### src/rtl/tinyalu_op_driver.sv
// tinyalu_op_driver
//
// Queues operations from an upstream valid/ready source and issues them one at
// a time to a TinyALU, then presents each result on a valid/ready result port.
//
// Handshakes: a transfer happens on a posedge where valid && ready are both 1.
// The source keeps its payload stable while valid is high and ready is low.
// The sink may hold ready low for any number of cycles.
//
// Ports:
//   clk, reset             single clock, synchronous active-high reset
//   op_valid/op_ready      operation input handshake (op_ready = !full, registered)
//   op_A, op_B, op_code    operation payload (0 no_op, 1 add, 2 and, 3 xor, 4 mul)
//   alu_A, alu_B, alu_op   operands and opcode driven to the TinyALU
//   alu_start              held high while waiting for the TinyALU
//   alu_done, alu_result   completion strobe and result from the TinyALU
//   res_valid/res_ready    result output handshake
//   res_data, res_op       result value and the opcode that produced it
//   res_timeout            result was produced by the timeout, not by alu_done
//   ops_done               count of completed result handshakes (wraps)
//   fsm_state              current FSM state (0 IDLE, 1 BUSY, 2 HOLD), for debug
module tinyalu_op_driver #(
    parameter int DEPTH          = 4,
    parameter int TIMEOUT_CYCLES = 32
) (
    input  logic        clk,
    input  logic        reset,
    input  logic        op_valid,
    output logic        op_ready,
    input  logic [7:0]  op_A,
    input  logic [7:0]  op_B,
    input  logic [2:0]  op_code,
    output logic [7:0]  alu_A,
    output logic [7:0]  alu_B,
    output logic [2:0]  alu_op,
    output logic        alu_start,
    input  logic        alu_done,
    input  logic [15:0] alu_result,
    output logic        res_valid,
    input  logic        res_ready,
    output logic [15:0] res_data,
    output logic [2:0]  res_op,
    output logic        res_timeout,
    output logic [15:0] ops_done,
    output logic [1:0]  fsm_state
);

    localparam int AW = $clog2(DEPTH);
    localparam int TW = $clog2(TIMEOUT_CYCLES + 1);
    localparam logic [AW:0]   FULL_COUNT = (AW + 1)'(DEPTH);
    localparam logic [TW-1:0] TIMER_MAX  = TW'(TIMEOUT_CYCLES);

    typedef enum logic [1:0] {
        IDLE = 2'd0,
        BUSY = 2'd1,
        HOLD = 2'd2
    } state_t;

    state_t state, state_n;

    // ---------------------------------------------------------------- queue
    logic [7:0]    q_a    [DEPTH];
    logic [7:0]    q_b    [DEPTH];
    logic [2:0]    q_code [DEPTH];
    logic [AW-1:0] wr_ptr, rd_ptr;
    logic [AW:0]   count, count_n;
    logic          push, pop;
    logic [7:0]    head_a, head_b;
    logic [2:0]    head_code;

    // op_ready is the registered !full, so a push while full is never taken,
    // even when the FSM pops on the same edge.
    assign push      = op_valid && op_ready;
    assign head_a    = q_a[rd_ptr];
    assign head_b    = q_b[rd_ptr];
    assign head_code = q_code[rd_ptr];

    always_comb begin
        count_n = count;
        if (push && !pop) begin
            count_n = count + 1'b1;
        end else if (!push && pop) begin
            count_n = count - 1'b1;
        end
    end

    always_ff @(posedge clk) begin
        if (push) begin
            q_a[wr_ptr]    <= op_A;
            q_b[wr_ptr]    <= op_B;
            q_code[wr_ptr] <= op_code;
        end
    end

    always_ff @(posedge clk) begin
        if (reset) begin
            wr_ptr   <= '0;
            rd_ptr   <= '0;
            count    <= '0;
            op_ready <= 1'b1;
        end else begin
            if (push) wr_ptr <= wr_ptr + 1'b1;
            if (pop)  rd_ptr <= rd_ptr + 1'b1;
            count    <= count_n;
            op_ready <= (count_n != FULL_COUNT);
        end
    end

    // ------------------------------------------------------------------ FSM
    logic [7:0]    alu_A_n, alu_B_n;
    logic [2:0]    alu_op_n, res_op_n;
    logic          alu_start_n, res_valid_n, res_timeout_n;
    logic [15:0]   res_data_n, ops_done_n;
    logic [TW-1:0] timer, timer_n;

    always_ff @(posedge clk) begin
        if (reset) begin
            state       <= IDLE;
            alu_A       <= '0;
            alu_B       <= '0;
            alu_op      <= '0;
            alu_start   <= 1'b0;
            res_valid   <= 1'b0;
            res_data    <= '0;
            res_op      <= '0;
            res_timeout <= 1'b0;
            ops_done    <= '0;
            timer       <= '0;
        end else begin
            state       <= state_n;
            alu_A       <= alu_A_n;
            alu_B       <= alu_B_n;
            alu_op      <= alu_op_n;
            alu_start   <= alu_start_n;
            res_valid   <= res_valid_n;
            res_data    <= res_data_n;
            res_op      <= res_op_n;
            res_timeout <= res_timeout_n;
            ops_done    <= ops_done_n;
            timer       <= timer_n;
        end
    end

    always_comb begin
        state_n       = state;
        pop           = 1'b0;
        alu_A_n       = alu_A;
        alu_B_n       = alu_B;
        alu_op_n      = alu_op;
        alu_start_n   = alu_start;
        res_valid_n   = res_valid;
        res_data_n    = res_data;
        res_op_n      = res_op;
        res_timeout_n = res_timeout;
        ops_done_n    = ops_done;
        timer_n       = timer;

        unique case (state)
            IDLE: begin
                if (count != '0) begin
                    pop = 1'b1;
                    if (head_code >= 3'd1 && head_code <= 3'd4) begin
                        alu_A_n     = head_a;
                        alu_B_n     = head_b;
                        alu_op_n    = head_code;
                        alu_start_n = 1'b1;
                        timer_n     = TW'(1);  // first BUSY cycle is cycle 1
                        state_n     = BUSY;
                    end else begin
                        // no_op and undefined codes never reach the ALU
                        res_valid_n   = 1'b1;
                        res_data_n    = '0;
                        res_op_n      = head_code;
                        res_timeout_n = 1'b0;
                        state_n       = HOLD;
                    end
                end
            end
            BUSY: begin
                // alu_done is checked first so it wins over a same-cycle timeout
                if (alu_done) begin
                    alu_start_n   = 1'b0;
                    res_valid_n   = 1'b1;
                    res_data_n    = alu_result;
                    res_op_n      = alu_op;
                    res_timeout_n = 1'b0;
                    state_n       = HOLD;
                end else if (timer == TIMER_MAX) begin
                    alu_start_n   = 1'b0;
                    res_valid_n   = 1'b1;
                    res_data_n    = '0;
                    res_op_n      = alu_op;
                    res_timeout_n = 1'b1;
                    state_n       = HOLD;
                end else begin
                    timer_n = timer + TW'(1);
                end
            end
            HOLD: begin
                if (res_ready) begin
                    res_valid_n = 1'b0;
                    ops_done_n  = ops_done + 16'd1;
                    state_n     = IDLE;
                end
            end
            default: begin
                state_n = IDLE;
            end
        endcase
    end

    assign fsm_state = state;

endmodule

### config.mk
export PLATFORM = sky130hd
export DESIGN_NAME = tinyalu_op_driver
export DESIGN_NICKNAME = d
export VERILOG_FILES = /design/src/rtl/tinyalu_op_driver.sv
export SDC_FILE = /design/constraint.sdc
export NUM_CORES = 1
export LEC_CHECK = 0
export ABC_AREA = 1
export CELL_PAD_IN_SITES_DETAIL_PLACEMENT = 0
export CELL_PAD_IN_SITES_GLOBAL_PLACEMENT = 2
export CORE_MARGIN = 2
export CORE_UTILIZATION = 30
export DETAILED_ROUTE_END_ITERATION = 8
export PLACE_DENSITY = 0.8
export SLEW_MARGIN = 20
export SYNTH_ARGS = -nofsm -noshare
export SYNTH_HDL_FRONTEND = slang
export SYNTH_SLANG_ARGS = --single-unit
### constraint.sdc
create_clock -name clk -period 1.85 [get_ports clk]
set_input_delay 0.37 -clock clk [delete_from_list [all_inputs] [get_ports clk]]
set_output_delay 0.37 -clock clk [all_outputs]
set_load 0.005 [all_outputs]
Word level (Yosys, flattened, before mapping)
Memories as Yosys holds them, arrays and structs flattened. A register that Yosys moved wholly into a read port is not among the register bits.
Index checks and enable logic that the tools add are counted.
{ "totals": {"inputBits": 40, "word_cells": 96, "mem_count": 3, "ramBits": 76, "ff_bits": 57, "output_inout_bits": 60} }
{ "op_classes": {"muxes": 44, "n_reduce_logical": 17, "n_eq_ne": 11, "order_cmp": 2, "addsub": 6} }
{ "memory_table": {"columns": ["name", "words", "width", "read_ports", "rd_clocked_by_memory_dff", "write_ports", "line", "rtl"], "rows": [
  ["q_a", 4, 8, 1, 1, 1, "62", "logic [7:0] q_a [DEPTH];"],
  ["q_b", 4, 8, 1, 1, 1, "63", "logic [7:0] q_b [DEPTH];"],
  ["q_code", 4, 3, 1, 1, 1, "64", "logic [2:0] q_code [DEPTH];"]
]} }
{ "op_table": {"columns": ["cell", "count"], "rows": [
  ["16-bit 2-to-1 mux", 4],
  ["16-bit case mux with 2 select lines", 1],
  ["6-bit 2-to-1 mux", 4],
  ["3-bit 2-to-1 mux", 6],
  ["16-bit by 1-bit adder with 16-bit output (second input constant)", 1],
  ["1-bit 2-to-1 mux", 16],
  ["2-bit 2-to-1 mux", 7],
  ["2-bit inequality test (second input constant)", 6],
  ["6-bit case mux with 2 select lines", 1],
  ["5-bit AND reduction", 2],
  ["4-bit AND reduction", 2],
  ["6-bit by 1-bit adder with 6-bit output (second input constant)", 1],
  ["6-bit equality test (second input constant)", 1],
  ["3-bit inequality test (second input constant)", 2],
  ["2-bit case mux with 3 select lines", 1],
  ["3-bit case mux with 2 select lines", 1],
  ["3-bit AND reduction", 2],
  ["3-bit nonzero test", 2],
  ["2-bit by 1-bit adder with 2-bit output (second input constant)", 2],
  ["1-bit logical AND", 4],
  ["1-bit case mux with 2 select lines", 2],
  ["3-bit by 1-bit adder with 3-bit output (second input constant)", 1],
  ["3-bit by 1-bit greater-or-equal comparator with 1-bit output (second input constant)", 1],
  ["3-bit less-or-equal comparator (second input constant)", 1],
  ["other kinds (8)", 9]
]} }

Depth between registers and ports, before layout
{ "depth": {"depth_word": 7, "ltp_mapped": 13, "ltp_nobuf": 12} }

Worst setup path before layout
No wires, ideal clock.
{ "synth_path": {"path_type": "flip-flop to flip-flop", "startpoint": "reg wr_ptr[0]", "endpoint": "mem q_a[2][0] (enable)", "n_path_buf": 0, "t_required_ns": 1.455, "arrival_ns": 1.409, "stages_incl_launch_ff": 5, "synth_period_minus_slack_ns": 1.803, "setup_time_ns": 0.395, "setup_slack_ns": 0.047, "cell_sequence": "dfxtp_1 > inv_1 > ha_1 > inv_1 > nor2_1"} }
{ "synth_lines": {"columns": ["element", "line", "rtl"], "rows": [
  ["start: declaration", "65", "logic [AW-1:0] wr_ptr, rd_ptr;"],
  ["start signal: assignment", "102", "if (push) wr_ptr <= wr_ptr + 1'b1;"],
  ["end: declaration", "62", null]
]} }
Straight into the memory's write port.

Final worst setup path
{ "layout_path": {"startpoint": "reg ops_done[13]", "endpoint": "out ops_done[13]"} }
{ "layout_lines": {"columns": ["element", "line", "rtl"], "rows": [
  ["start: declaration", "44", "output logic [15:0] ops_done,"],
  ["start signal: assignment", "139", "ops_done <= ops_done_n;"]
]} }
No word-level cell between the ends.

==> impl_results.md <==
* Clock Pin Slew Worst Setup and Hold Paths at 0.06 ns
* Maxcap violations at 0
* I/O pin cnt at 100
* Synthesized Nets at 754
* Clock latency on the worst-skew pair at 0.42 ns
* Xor-xnor portion of the synthesized cell area at 1.08%
* Core area at 21200 µm²
* Initial core utilization at 30.7%
* Worst Tran Pin Value at 0.460 ns
* Post-synthesis simple-gate area fraction at 21.0%
* Period utilization at 95.5%
* Drt pass-1 iters at 4
* GP Congestion at 0.756
* Synth Instances at 701
* Post-synthesis sequential area ratio at 58.3%
* Most frequent cells in the layout: 145 x nand2_1, 98 x clkdlybuf4s50_1, 78 x nor2_1
* Overall power after layout at 12.8 mW
* Main combinational cell family by area after synthesis: simple AND/OR/NAND/NOR gates
* Drt wl/cell at 13.4 µm
* RSZ-0062 raised after global routing: no
* Status: finished, final reports clean
* Antenna viol nets, final at 0
* Buffers added on ports at 99
* Syn_area_per_cell at 9.26 µm²
* Initial antenna violation count at 0
* Max-slew violations at 0
* Most common cell after layout, fill and taps aside: nand2_1
* Fill cell count at 2061
* Hold Slack at 0.340 ns
* Worst min path class: input port to register
* Vias in the first global route at 4829
* Worst vdd ir at 0.651 mV
* H-Tree Depth at 4
* Final WS setup at 0.0833 ns
* Setup Skew at 0.00835 ns
* First-pass GRT wire length at 24.4 mm
* Critical Path RT at 1.48 ns
* Vias per cell at 4.46
* Total Routed Length at 15.0 mm
* Die H at 151 µm
* Peak fanout along the critical path at 5
* Hpwl dp at 10.1 mm
* Finished Cell Area at 8670 µm²
* Yosys cell types at 35
* Crit path time final at 1.77 ns
* TritonCTS clock tree: done
* Largest net degree at the start of global routing at 55
* Synth Area in Compound Gates at 10.5%
* CP startpoint kind: register
* Top delay family on crit path: buffers and inverters
* Post-Synth Adder-Cell Area at 2.51%
* # setup viols final at 0
* GRT Total Usage at 13.7%
* EDFF count, synth at 76
* # DRC at 0
* TritonCTS Sinks at 151
* Yosys top cell area share at 35.2%
* Max_slew headroom at 69.3%
* DP Area at 8050 µm²
* Final Non-Filler Cells at 1119
* R2R Setup Slk at 0.18 ns
* Max Fclk at 566 MHz
* Total gr overflow at 0
* Final hold violation count at 0
* Async SR Flop Fraction at 0%
* Post-Place Cells at 1087
* Fin nets at 884
* CP bufs+invs at 1
* DR vias at 4989
* Warnings from Yosys at 0
* Synth area leaders: edfxtp_1 35%, dfxtp_1 23%, nand2_1 8.5%, nor2_1 4.7%, o21ai_0 4.2%
* Std-Cell Rows at 53
* Worst-path cell chain: clkdlybuf4s50_1
* Synthesized cell area at 6490 µm²
* Pre-CTS WS at -0.135 ns
* Area leader, netlist: edfxtp_1
* Synth Register Bits at 151
* Critical Path Sink Type: primary output
* CTS root buffer: clkbuf_16
* P&R area growth vs syn at 33.5%
* Share of layout cells above drive strength 1 at 14.6%
* Crit path largest cell delay at 0.55 ns
* Iter 0 DRT Violations at 283
* DIE AREA at 22800 µm²
* Num CTS Buffers at 17
* Mux share of post-synthesis cell area at 0%
* Crit Path Class: register to primary output
* Power Dens Cells at 1480 nW/µm²
* Die width at 151 µm
* Clock buffer depth at 2
* Dominant synthesized flop cell: edfxtp_1
* N_diodes at 0
* Slowest cell on the critical path: clkdlybuf4s50_1
* # hold bufs at CTS at 0
* P_leak at 3.25 nW
* Worst endpoint data arrival time at 1.40 ns
[per-layer routing]
layer	track usage, %	share of wire (%)
met1	18.1	47
met2	22.0	47
met3	3.10	4.6
met4	5.23	1.6
met5	0	0
[cell families (layout without fill, tap and decap cells)]
logic type | Yosys count | in the layout
AND/OR/NAND/NOR | 309 | 309
adder cells (fa/ha/maj) | 13 | 13
AO/OA/AOI/OAI | 122 | 122
buffers and inverters | 98 | 241
flip-flops | 151 | 151
XOR/XNOR | 8 | 8
[sequential cells by signal, summed over array words and instances, names as in the netlist, 2 cells and up, named ones only]
name,count
count,3
fsm_state,2
res_op,3
q_a,32
wr_ptr,2
alu_op,3
res_data,16
alu_B,8
alu_A,8
ops_done,16
q_b,32
timer,6
q_code,12
rd_ptr,2
[worst min-delay path, delay by kind of cell]
kind                   cells  cell delay [ns]
AO/OA/AOI/OAI              2             0.14
buffers and inverters      2             0.19
[layout make-up]
type                            count  area, µm²  area share [%]
Tap cell                          275        344            3.97
Sequential cell                   151       3780            43.7
Clock inverter                     11        125            1.44
Clock buffer                       21        450            5.20
Timing Repair Buffer              142       1380            16.0
Inverter                           67        259            2.99
Multi-Input combinational cell    452       2320            26.8
[metrics by stage]
step           utilization (%)  setup TNS (ns)
2_1_floorplan                -               0
3_3_place_gp              38.0          -0.440
3_5_place_dp              38.0          -0.542
4_1_cts                   40.8               0
5_1_grt                   41.0               0
6_report                  41.0               0
[power by group]
group	internal, mW	leakage, nW	switching (mW)
clock network	2.02	0.277	1.34
logic	2.18	1.66	2.88
registers	4.07	1.31	0.293
[path summary, 6_finish.rpt]
path                        to    startpoint  cells past startpoint
setup / recovery  ops_done[13]  ops_done[13]                      1
hold / removal        count[2]         reset                      4
setup reg to reg  ops_done[12]  fsm_state[0]                     11
hold reg to reg      res_op[1]     res_op[1]                      2
[what timing repair did]
item	CTS	global route
endpoints found under the setup margin	0	51
setup buffers	0	0
gates resized for setup	0	12
[cells in the mapped netlist, types with 13 or more instances]
library cell	n
dfxtp_1	75
nand3_1	19
nand2_1	147
nand2_2	18
o21ai_0	54
ha_1	13
a21oi_1	37
edfxtp_1	76
clkbuf_1	17
inv_1	64
o22ai_1	16
nor2_1	81
nand4_1	30
Note: power is estimated with default switching activity, not from simulation.
==> RTL edit 1 (config.mk and constraints unchanged) <==
Set the parameter `DEPTH` to 2 (it was 4).
--- a/src/rtl/tinyalu_op_driver.sv
+++ b/src/rtl/tinyalu_op_driver.sv
@@ -20,7 +20,7 @@
 //   ops_done               count of completed result handshakes (wraps)
 //   fsm_state              current FSM state (0 IDLE, 1 BUSY, 2 HOLD), for debug
 module tinyalu_op_driver #(
-    parameter int DEPTH          = 4,
+    parameter int DEPTH          = 2,
     parameter int TIMEOUT_CYCLES = 32
 ) (
     input  logic        clk,
Behaviour: not the same (a bounded check fails within 4 cycles, from zero or initial values and one cycle with reset high).
==> RTL edit 1 against the unedited design <==
Worst setup slack improved by 0.024 ns; total power decreased by 27%; first-iteration DRC count decreased by 49%; cell area decreased by 26%; synthesized area decreased by 25%; critical path depth unchanged; global-route usage increased by 0.41 points; sequential power decreased by 27%; sequential cell count decreased by 42; wire length decreased by 22%; fmax increased by 1.4%.
==> RTL edit 1: results (changes against the unedited design) <==
Routed vias: 4026 (-19%)
First-pass GRT wire length: 19700 um (-19%)
Synth Area in XOR/XNOR: 0.902% (-0.18 points)
Number of synthesized flops with an enable pin: 38 (-50%)
Netlist cell types: 31 (-11%)
Ranking of synthesized cells by area: dfxtp_1, edfxtp_1, nand2_1, a21oi_1, nor2_1
Reg2reg end: op_ready$_SDFF_PP1_
Nets: 723 (-18%)
Vias per std cell: 4.49 (+0.67%)
Worst min-delay path startpoint: alu_start$_SDFFE_PP0P_
FF-to-FF path depth: 8 (-3)
Maximum vdd drop: 0.798 mV (+23%)
Dpl cells: 881 (-19%)
Crit-path max FO: 7 (+2)
H-tree depth: 3 (-1)
Status: finished, final reports clean
Dpl hpwl: 8230 um (-19%)
Mux contribution to synthesized area: 0.232% (+0.23 points)
Relative slew slack: 61.5% (-7.8 points)
Post-synth top cells: nand2_1, dfxtp_1, nor2_1
Final wirelength: 11800 um (-22%)
Final Cycle Share: 94.2% (-1.3 points)
Leakage: 2.44 nW (-25%)
Largest net degree at the start of global routing: 43 (-22%)
Post-synthesis compound-gate area fraction: 7.94% (-2.6 points)
Layout cells sized above 1: 10.9% (-3.7 points)
Worst skew pair latency: 0.35 ns (-0.07 ns)
==> RTL edit 1: changes by cell type after synthesis, sizes merged, moves of 4 or more <==
| cell | unedited run | this run |
|---|---|---|
| a21oi | 48 | 61 |
| buf | 14 | 19 |
| clkbuf | 17 | 9 |
| dfxtp | 75 | 71 |
| edfxtp | 76 | 38 |
| ha | 13 | 7 |
| inv | 67 | 40 |
| nand2 | 165 | 172 |
| nand3 | 23 | 44 |
| nand4 | 30 | 19 |
| nor2 | 84 | 66 |
| o21ai | 54 | 9 |
| o22ai | 16 | 0 |
==> RTL edit 1: worst max-delay path by stage <==
stage	end	depth (start not counted)	slack, ns
after floorplan	q_a[1][0]$_DFFE_PP_	2	0.14
after global placement	ops_done[15]$_SDFFE_PP0P_	8	0.05
after detailed placement	ops_done[15]$_SDFFE_PP0P_	8	0.02
after global routing	ops_done[15]$_SDFFE_PP0P_	9	0.02
after CTS	alu_A[6]$_SDFFE_PP0P_	6	0.03
final	ops_done[2]	1	0.11
==> RTL edit 1: cell type report <==
cell class	count	area, um2
clock buffers	9	225
clock inverters	7	65.1
fillers	1575	9380
inverters	42	158
multi-input cells	394	1970
flip-flops and latches	109	2560
well taps	216	270
repair buffers	120	1190
==> RTL edit 1: kinds of logic (layout without fill, tap and decap cells) <==
logic type | Yosys count | in the layout
mux | 1 | 1
compound gates | 75 | 75
fa+ha+maj | 7 | 7
flops | 109 | 109
buf+inv | 70 | 178
simple gates | 306 | 306
xor+xnor | 5 | 5
==> RTL edit 1: routing by layer <==
metal	vias to the layer above	part of all wire [%]	global-route usage, %
li1	2088	-	-
met1	1841	47	17.4
met2	88	47	23.8
met3	9	5.4	4.48
met4	0	1.0	3.80
met5	-	0	0
==> RTL edit 1: power by group <==
group	internal, mW	switching, mW
combinational	1.76	2.53
sequential	2.97	0.229
clock	0.946	0.947
total	5.67	3.71
==> RTL edit 2 (same flow settings) <==
Made on the original files. Register the output `res_timeout` once more, cleared by the reset; this adds one clock of latency there. The other outputs are not delayed to match.
--- a/src/rtl/tinyalu_op_driver.sv
+++ b/src/rtl/tinyalu_op_driver.sv
@@ -56,6 +56,8 @@
         HOLD = 2'd2
     } state_t;
 
+    logic res_timeout_s0;
+
     state_t state, state_n;
 
     // ---------------------------------------------------------------- queue
@@ -123,7 +125,7 @@
             res_valid   <= 1'b0;
             res_data    <= '0;
             res_op      <= '0;
-            res_timeout <= 1'b0;
+            res_timeout_s0 <= 1'b0;
             ops_done    <= '0;
             timer       <= '0;
         end else begin
@@ -135,7 +137,7 @@
             res_valid   <= res_valid_n;
             res_data    <= res_data_n;
             res_op      <= res_op_n;
-            res_timeout <= res_timeout_n;
+            res_timeout_s0 <= res_timeout_n;
             ops_done    <= ops_done_n;
             timer       <= timer_n;
         end
@@ -151,7 +153,7 @@
         res_valid_n   = res_valid;
         res_data_n    = res_data;
         res_op_n      = res_op;
-        res_timeout_n = res_timeout;
+        res_timeout_n = res_timeout_s0;
         ops_done_n    = ops_done;
         timer_n       = timer;
 
@@ -211,5 +213,13 @@
 
     assign fsm_state = state;
 
+    always_ff @(posedge clk) begin
+        if (reset) begin
+            res_timeout <= '0;
+        end else begin
+            res_timeout <= res_timeout_s0;
+        end
+    end
+
 endmodule
 
Function: no difference found for any inputs over 4 cycles, from zero or initial values and one cycle with reset high; that may be too few to reach the edited logic, so the function may still have changed.
==> RTL edit 2 against the unedited design <==
Sequential cell count increased by 1; register-to-register slack got worse by 0.07 ns; worst setup slack worse by 0.038 ns; count of clock-buffer cells in the layout is 4 lower; core utilization about the same; total power increased by 4.2%; largest power group unchanged; combinational power up 7.7%; sequential share of layout area increased by 0.37 points; wire length up 5.7%; synthesized area is 0.35% lower; sequential power is 1% higher; die area down 0.34%; highest routed layer unchanged; cell area fell by 0.22%; largest cell class unchanged.
==> RTL edit 2: results (changes against the unedited design) <==
Status: finished, final reports clean
Synthesized Nets: 758 (+0.53%)
Power Sequential: 4.42 mW (+1%)
CP startpoint: fsm_state[0]$_SDFFE_PP0P_
Wirelength per Cell: 14.1 um (+5.6%)
Post-synthesis compound-gate area fraction: 9.42% (-1.1 points)
Tot GR Track Use: 14.1% (+0.41 points)
Tightest Pin Transition: 0.354 ns (-0.105 ns)
Combinational power share: 40.9% (+1.3 points)
Synth Area in XOR/XNOR: 1.35% (+0.27 points)
Post-synthesis sequential area ratio: 58.8% (+0.51 points)
Routed vias: 5011 (+0.44%)
Dpl cells: 1086 (-0.092%)
Leakage: 3.27 nW (+0.60%)
Layout cells sized above 1: 11.6% (-3.0 points)
Reg2reg end: timer[0]$_SDFFE_PP0P_
Netlist cell types: 28 (-20%)
Number of global-route vias before repair: 4689 (-2.9%)
R2R setup slack: 0.11 ns (-0.07 ns)
RePlAce Congestion: 0.761 (+0.67%)
Adder-Cell Fraction of Synth Area: 2.51% (+0.0087 points)
First-pass GRT wire length: 24700 um (+1.4%)
Maximum vdd drop: 0.820 mV (+26%)
Ranking of synthesized cells by area: edfxtp_1, dfxtp_1, nand2_1, nor2_1, nand4_1
Setup WS pre-CTS: -0.191 ns (-0.0560 ns)
Post-synth top cells: nand2_1, nor2_1, dfxtp_1, edfxtp_1, inv_1
Crit-path max FO: 3 (-2)
Crit path largest cell delay: 0.52 ns (-0.03 ns)
M1 GR Usage: 19.1% (+1.0 points)
M3 GR Usage: 2.95% (-0.15 points)
Hold endpoint: ops_done[6]$_SDFFE_PP0P_
RTL edit 2: layer usage:
layer  part of all wire [%]  wire, um
met1                     49      7690
met2                     46      7330
met3                    4.1       657
met4                   0.97       153
met5                      0         0
RTL edit 2: final cells by class:
class / instances / area (um2) / area share, %
clock inverters: 15 / 174 / 2.01
multi-input cells: 450 / 2260 / 26.1
repair buffers: 141 / 1370 / 15.8
well taps: 275 / 344 / 3.98
flip-flops and latches: 152 / 3810 / 44.0
clock buffers: 17 / 425 / 4.92
inverters: 70 / 267 / 3.08
RTL edit 2: worst max path at each step:
stage / slack [ns] / depth (start not counted) / endpoint
6_report: 0.04 / 2 / fsm_state[0]
5_1_grt: -0.02 / 10 / timer[1]$_SDFFE_PP0P_
4_1_cts: 0.03 / 1 / ops_done[3]
3_5_place_dp: -0.19 / 10 / ops_done[11]$_SDFFE_PP0P_
3_3_place_gp: -0.15 / 10 / ops_done[11]$_SDFFE_PP0P_
2_1_floorplan: 0.05 / 4 / q_a[2][0]$_DFFE_PP_
